[src/rtl/pwqe_slot_mgr_pkg.sv]
// Shared types for the PWQE station-buffer slot manager.
package pwqe_slot_mgr_pkg;

    typedef enum logic [1:0] {
        FREE     = 2'd0,
        ALLOC    = 2'd1,
        ACTIVE   = 2'd2,
        INFLIGHT = 2'd3
    } slot_state_e;

endpackage

[src/rtl/pwqe_slot_mgr_if.sv]
// Event/status bundle between ingress, scheduler, transport and the slot manager.
interface pwqe_slot_mgr_if #(
    parameter int N  = 4,
    parameter int AW = 2
);
    logic          i_alloc_req;
    logic          o_alloc_rdy;
    logic [AW-1:0] o_alloc_addr;
    logic          i_load_done;
    logic [AW-1:0] i_load_addr;
    logic          i_disp_val;
    logic [AW-1:0] i_disp_addr;
    logic          i_pwqe_wb;
    logic [AW-1:0] i_pwqe_addr;
    logic          i_pwqe_last;
    logic [N-1:0]  o_slot_status;
    logic [AW:0]   o_free_cnt;
    logic          o_err;

    modport master (
        output i_alloc_req, i_load_done, i_load_addr, i_disp_val, i_disp_addr,
               i_pwqe_wb, i_pwqe_addr, i_pwqe_last,
        input  o_alloc_rdy, o_alloc_addr, o_slot_status, o_free_cnt, o_err
    );

    modport slave (
        input  i_alloc_req, i_load_done, i_load_addr, i_disp_val, i_disp_addr,
               i_pwqe_wb, i_pwqe_addr, i_pwqe_last,
        output o_alloc_rdy, o_alloc_addr, o_slot_status, o_free_cnt, o_err
    );
endinterface

[src/rtl/pwqe_slot_mgr_lsb_free_enc.sv]
// Lowest-set-bit encoder: picks the lowest-index FREE slot.
module pwqe_slot_mgr_lsb_free_enc #(
    parameter int N  = 4,
    parameter int AW = 2
) (
    input  logic [N-1:0]  i_free_mask,
    output logic [AW-1:0] o_idx,
    output logic          o_any
);

    always_comb begin
        o_idx = '0;
        // Scan high to low so the last hit written is the lowest index.
        for (int k = N - 1; k >= 0; k--) begin
            if (i_free_mask[k]) o_idx = AW'(k);
        end
        o_any = |i_free_mask;
    end

endmodule

[src/rtl/pwqe_slot_mgr.sv]
// Per-slot lifecycle tracker for the PWQE station buffer: allocation, load,
// dispatch and write-back, plus the schedulable-slot mask and free counter.
module pwqe_slot_mgr
    import pwqe_slot_mgr_pkg::*;
#(
    parameter int PWQE_SLOT_NUM       = 4,
    parameter int PWQE_BUF_ADDR_WIDTH = 2
) (
    input  logic           clk,
    input  logic           rst_n,
    pwqe_slot_mgr_if.slave bus
);

    localparam int N  = PWQE_SLOT_NUM;
    localparam int AW = PWQE_BUF_ADDR_WIDTH;

    slot_state_e   state_q [N];
    slot_state_e   state_d [N];
    logic [AW:0]   free_cnt_q, free_cnt_d;
    logic          err_q, err_d;

    logic [N-1:0]  free_mask;
    logic [N-1:0]  active_mask;
    logic [AW-1:0] alloc_addr;
    logic          alloc_rdy;
    logic          alloc_fire;
    logic          release_slot;

    always_comb begin
        free_mask   = '0;
        active_mask = '0;
        for (int k = 0; k < N; k++) begin
            free_mask[k]   = (state_q[k] == FREE);
            active_mask[k] = (state_q[k] == ACTIVE);
        end
    end

    pwqe_slot_mgr_lsb_free_enc #(
        .N  (N),
        .AW (AW)
    ) u_free_enc (
        .i_free_mask (free_mask),
        .o_idx       (alloc_addr),
        .o_any       (alloc_rdy)
    );

    assign alloc_fire = bus.i_alloc_req && alloc_rdy;

    always_comb begin
        logic hit_a, hit_l, hit_d, hit_w, bad;
        err_d        = err_q;
        release_slot = 1'b0;
        for (int k = 0; k < N; k++) begin
            hit_a = alloc_fire      && (alloc_addr      == AW'(k));
            hit_l = bus.i_load_done && (bus.i_load_addr == AW'(k));
            hit_d = bus.i_disp_val  && (bus.i_disp_addr == AW'(k));
            hit_w = bus.i_pwqe_wb   && (bus.i_pwqe_addr == AW'(k));
            // Wrong-state events and same-slot collisions freeze the slot.
            bad = (hit_l && state_q[k] != ALLOC)
               || (hit_d && state_q[k] != ACTIVE)
               || (hit_w && state_q[k] != INFLIGHT)
               || (hit_d && hit_w)
               || (hit_l && hit_d);
            state_d[k] = state_q[k];
            if (bad) err_d = 1'b1;
            // A granted alloc is always honoured; it only ever targets a FREE slot.
            if (hit_a) begin
                state_d[k] = ALLOC;
            end else if (!bad) begin
                if (hit_l) begin
                    state_d[k] = ACTIVE;
                end else if (hit_d) begin
                    state_d[k] = INFLIGHT;
                end else if (hit_w) begin
                    state_d[k] = bus.i_pwqe_last ? FREE : ACTIVE;
                    if (bus.i_pwqe_last) release_slot = 1'b1;
                end
            end
        end
        free_cnt_d = free_cnt_q + {{AW{1'b0}}, release_slot} - {{AW{1'b0}}, alloc_fire};
    end

    always_ff @(posedge clk or negedge rst_n) begin
        if (!rst_n) begin
            for (int k = 0; k < N; k++) state_q[k] <= FREE;
            free_cnt_q <= (AW + 1)'(N);
            err_q      <= 1'b0;
        end else begin
            for (int k = 0; k < N; k++) state_q[k] <= state_d[k];
            free_cnt_q <= free_cnt_d;
            err_q      <= err_d;
        end
    end

    assign bus.o_alloc_rdy   = alloc_rdy;
    assign bus.o_alloc_addr  = alloc_addr;
    assign bus.o_slot_status = active_mask;
    assign bus.o_free_cnt    = free_cnt_q;
    assign bus.o_err         = err_q;

endmodule

[src/flat_wrapper.sv]
// flat-port wrapper written by rule: the top's interface ports become plain ports
module pwqe_slot_mgr_flat import pwqe_slot_mgr_pkg::*;
#(
    parameter int PWQE_SLOT_NUM       = 4,
    parameter int PWQE_BUF_ADDR_WIDTH = 2
)
  (clk, rst_n, bus_i_alloc_req, bus_i_load_done, bus_i_load_addr, bus_i_disp_val, bus_i_disp_addr, bus_i_pwqe_wb, bus_i_pwqe_addr, bus_i_pwqe_last, bus_o_alloc_rdy, bus_o_alloc_addr, bus_o_slot_status, bus_o_free_cnt, bus_o_err);
  pwqe_slot_mgr_if #(.N(4), .AW(2)) bus_i ();
  input  logic clk;
  input  logic rst_n;
  input wire logic [$bits(bus_i.i_alloc_req)-1:0] bus_i_alloc_req;
  input wire logic [$bits(bus_i.i_load_done)-1:0] bus_i_load_done;
  input wire logic [$bits(bus_i.i_load_addr)-1:0] bus_i_load_addr;
  input wire logic [$bits(bus_i.i_disp_val)-1:0] bus_i_disp_val;
  input wire logic [$bits(bus_i.i_disp_addr)-1:0] bus_i_disp_addr;
  input wire logic [$bits(bus_i.i_pwqe_wb)-1:0] bus_i_pwqe_wb;
  input wire logic [$bits(bus_i.i_pwqe_addr)-1:0] bus_i_pwqe_addr;
  input wire logic [$bits(bus_i.i_pwqe_last)-1:0] bus_i_pwqe_last;
  output wire logic [$bits(bus_i.o_alloc_rdy)-1:0] bus_o_alloc_rdy;
  output wire logic [$bits(bus_i.o_alloc_addr)-1:0] bus_o_alloc_addr;
  output wire logic [$bits(bus_i.o_slot_status)-1:0] bus_o_slot_status;
  output wire logic [$bits(bus_i.o_free_cnt)-1:0] bus_o_free_cnt;
  output wire logic [$bits(bus_i.o_err)-1:0] bus_o_err;
  assign bus_i.i_alloc_req = bus_i_alloc_req;
  assign bus_i.i_load_done = bus_i_load_done;
  assign bus_i.i_load_addr = bus_i_load_addr;
  assign bus_i.i_disp_val = bus_i_disp_val;
  assign bus_i.i_disp_addr = bus_i_disp_addr;
  assign bus_i.i_pwqe_wb = bus_i_pwqe_wb;
  assign bus_i.i_pwqe_addr = bus_i_pwqe_addr;
  assign bus_i.i_pwqe_last = bus_i_pwqe_last;
  assign bus_o_alloc_rdy = bus_i.o_alloc_rdy;
  assign bus_o_alloc_addr = bus_i.o_alloc_addr;
  assign bus_o_slot_status = bus_i.o_slot_status;
  assign bus_o_free_cnt = bus_i.o_free_cnt;
  assign bus_o_err = bus_i.o_err;
  pwqe_slot_mgr #(.PWQE_SLOT_NUM(PWQE_SLOT_NUM), .PWQE_BUF_ADDR_WIDTH(PWQE_BUF_ADDR_WIDTH)) u_core (.clk(clk), .rst_n(rst_n), .bus(bus_i));
endmodule
[config.mk]
export PLATFORM = sky130hd
export DESIGN_NAME = pwqe_slot_mgr_flat
export DESIGN_NICKNAME = d
export VERILOG_FILES = /design/src/rtl/pwqe_slot_mgr_pkg.sv /design/src/rtl/pwqe_slot_mgr_if.sv /design/src/rtl/pwqe_slot_mgr_lsb_free_enc.sv /design/src/rtl/pwqe_slot_mgr.sv /design/src/flat_wrapper.sv
export SDC_FILE = /design/constraint.sdc
export NUM_CORES = 1
export LEC_CHECK = 0
export ABC_AREA = 1
export BUFFER_PORTS_ARGS = -buffer_cell sky130_fd_sc_hd__buf_2
export CAP_MARGIN = 20
export CORE_MARGIN = 2
export CORE_UTILIZATION = 40
export DETAILED_ROUTE_END_ITERATION = 8
export GPL_ROUTABILITY_DRIVEN = 0
export HOLD_SLACK_MARGIN = 0.02
export PLACE_DENSITY = 0.67
export SLEW_MARGIN = 20
export SYNTH_ARGS = -nofsm -noshare
export SYNTH_HDL_FRONTEND = slang
export SYNTH_SLANG_ARGS = --single-unit
[constraint.sdc]
create_clock -name clk -period 2.3 [get_ports clk]
set_input_delay 0 -clock clk [delete_from_list [all_inputs] [get_ports clk]]
set_output_delay 0 -clock clk [all_outputs]
set_load 0.03 [all_outputs]
==> impl_metrics.tcl <==
set metrics [dict create \
    status "completed" \
    grt_overflow 0 \
    finalCriticalPeriod_ns 2.11 \
    die_area_sq_um 3240 \
    hpwlAfterDp_um 2300 \
    vias 1222 \
    internal-power_mw 0.594 \
    hold_viol_final 0 \
    drv_slew 0 \
    clk_pin_slew_worst_paths_ns 0.09 \
    rows 19 \
    final_antenna_net_count 0 \
    path_max_fanout 5 \
    syn_nets 197 \
    p_per_area_nw_per_um2 881 \
    place_worst_setup_slack_ns 0.182 \
    rsz0062_at_grt "no" \
    cts_buffers 3 \
    seq_area_frac_synth 0.270 \
    ys_top_cells_by_area "dfrtp_1, nand3_1, nand2_1" \
    tightest_slew_ns 0.292 \
    setup-tns-final_ns 0 \
    synthDistinctLibCells 24 \
    synthMostInstantiatedCell "nand2_1" \
    cp_common_cell "nand2_1" \
    drt_wl_total_um 2840 \
    maxCapViolCount 0 \
    cts_setup_buffers 0 \
    nets 227 \
    ctsLongestPathBuffers 2 \
    crit_buf_inv 1 \
    yosysWarnings 0 \
    grt_pass1_wl_um 4740 \
    fin_ws_ns 0.194 \
    die_height_um 56.9 \
    track_usage 0.190 \
    clock_skew_ns 0.00265 \
    end_kind "flop" \
    cp-start-kind "flop" \
    crit_slowest_cell "dfrtp_1" \
    first_global_vias 1071 \
    cts-root-buf "clkbuf_4" \
    synth_edf_count 0 \
    io_pins 24 \
    drc 0 \
    ir_worst_vdd_v 0.000670 \
    portBuffers 23 \
    clkPwrFrac 0.154 \
    crit_type "reg2reg" \
    crit_chain "inv_2, nand2_1, nand2_1, nor2_1, nand2_1, nand2_1, nor2_1, nor2_1, nand2_1, ha_1, fa_1, xnor2_1, xor2_1" \
    synth-main-ff-cell "dfrtp_1" \
    post-synth-top-area-fraction 0.246 \
    netlist_instances 181 \
    setup_viol 0 \
    routedWlPerCell_um 11.8 \
    slowest_delay_ns 0.48 \
    syn2layout_area_growth_pct 19.8 \
    clock_latency_ns 0.29 \
    antenna_found_initial 0 \
    routed_via_density 5.07 \
    arrival_ns 2.33 \
    grt_max_degree 13 \
    fin_crit_sh 0.916 \
    synth.avg_cell_area_sq_um 6.18 \
    dr.first_iter.drc_count 47 \
    yosysTopAreaCell "dfrtp_1" \
    ys_seq_elements 12 \
    hold_class "in2reg" \
    core_sq_um 2710 \
    pwr-share-seq 0.305 \
    combPwrFrac 0.540 \
    die_x_um 56.9 \
    clock-sinks 12 \
    drive_gt1_frac 0.210 \
    yosys-top-cells-count "nand2_1, nand3_1, inv_1" \
    async_flop_share 1.00 \
    crit_family "simple AND/OR/NAND/NOR gates" \
    cts_tree "done" \
    synth_area_sq_um 1120 \
    initial_core_util 0.413 \
    sw_frac_of_total 0.496 \
    antenna_cells 0 \
    power.switching_mw 0.585 \
    worstPathRequired_ns 2.52 \
    slew_headroom 0.805 \
    whs_ns 0.105 \
    p_leak_nw 0.773 \
    max_freq_mhz 475 \
    firstDrtPassIters 4 \
    total_power_mw 1.18 \
    htreeDepth 1 \
]
[through the flow]
stage	cells	cell area, sq um	utilization
after global routing	241	1340	0.494
after floorplan	181	1120	-
after detailed placement	235	1270	0.470
after CTS	241	1330	0.490
final	241	1340	0.494
after global placement	235	1270	0.470
[per-layer routing]
layer / wire length, um / GRT usage / up-vias / share of wire
li1: - / - / 640 / -
met1: 1310 / 0.261 / 536 / 0.46
met2: 1290 / 0.302 / 41 / 0.45
met3: 214 / 0.0507 / 5 / 0.075
met4: 23 / 0.0299 / 0 / 0.0081
met5: 0 / 0 / - / 0
[tightest hold or removal path: stages]
cell	delay (ns)
buf_2	0.14
nand3_1	0.09
nand4_1	0.09
nand2_1	0.05
[final cells by class]
type | count | area (sq um)
multi-input cells | 138 | 711
well taps | 31 | 38.8
fillers | 290 | 1370
repair buffers | 25 | 135
inverters | 31 | 116
flip-flops and latches | 12 | 303
clock buffers | 4 | 36.3
[sequential cells by signal, summed over array words and instances, names as in the netlist]
register	flops
u_core.bus.o_err	1
u_core.bus.o_free_cnt	3
u_core.state_q	8
[power by group through the flow]
stage	Sequential [mW]	Clock (mW)	Combinational, mW
2_1_floorplan	0.400	0	0.420
3_3_place_gp	0.354	0	0.636
3_5_place_dp	0.354	0	0.635
4_1_cts	0.350	0.186	0.640
5_1_grt	0.373	0.200	0.719
6_report	0.360	0.182	0.637
[path summary, 6_finish.rpt]
kind	startpoint	end	slack, ns	cells after the start
max in group asynchronous	rst_n	u_core.bus.o_free_cnt[2]	1.90	2
min	bus_i_pwqe_last	u_core.state_q[3]	0.10	4
min in group asynchronous	rst_n	u_core.state_q[6]	0.12	2
max	u_core.state_q[3]	u_core.bus.o_free_cnt[2]	0.19	13
max reg2reg	u_core.state_q[3]	u_core.bus.o_free_cnt[2]	0.19	13
min reg2reg	u_core.bus.o_free_cnt[1]	u_core.bus.o_free_cnt[2]	0.46	1
[cell families (layout without fill, tap and decap cells)]
| logic type | after synthesis | after routing | synth area share |
|---|---|---|---|
| AO/OA/AOI/OAI | 14 | 14 | 0.0738 |
| adder cells (fa/ha/maj) | 3 | 3 | 0.0403 |
| XOR/XNOR | 2 | 2 | 0.0157 |
| AND/OR/NAND/NOR | 119 | 119 | 0.497 |
| buffers and inverters | 31 | 60 | 0.104 |
| flip-flops | 12 | 12 | 0.270 |
[cell usage in the layout, fill, tap and decap left out, types with 3 or more instances in the layout]
cell / instances
inv_1: 27
nor2_1: 22
nand4_1: 5
o21ai_0: 5
nand3_1: 37
inv_2: 4
clkbuf_4: 3
dfrtp_1: 10
nand2_1: 43
a21oi_1: 4
nor2_4: 4
buf_2: 23
[repair_timing]
item	in CTS	in global routing
resized for setup	0	4
hold buffers	2	0
setup endpoints to repair	0	1
endpoints found under the hold margin	13	0
(Power assumes the default switching activity.)
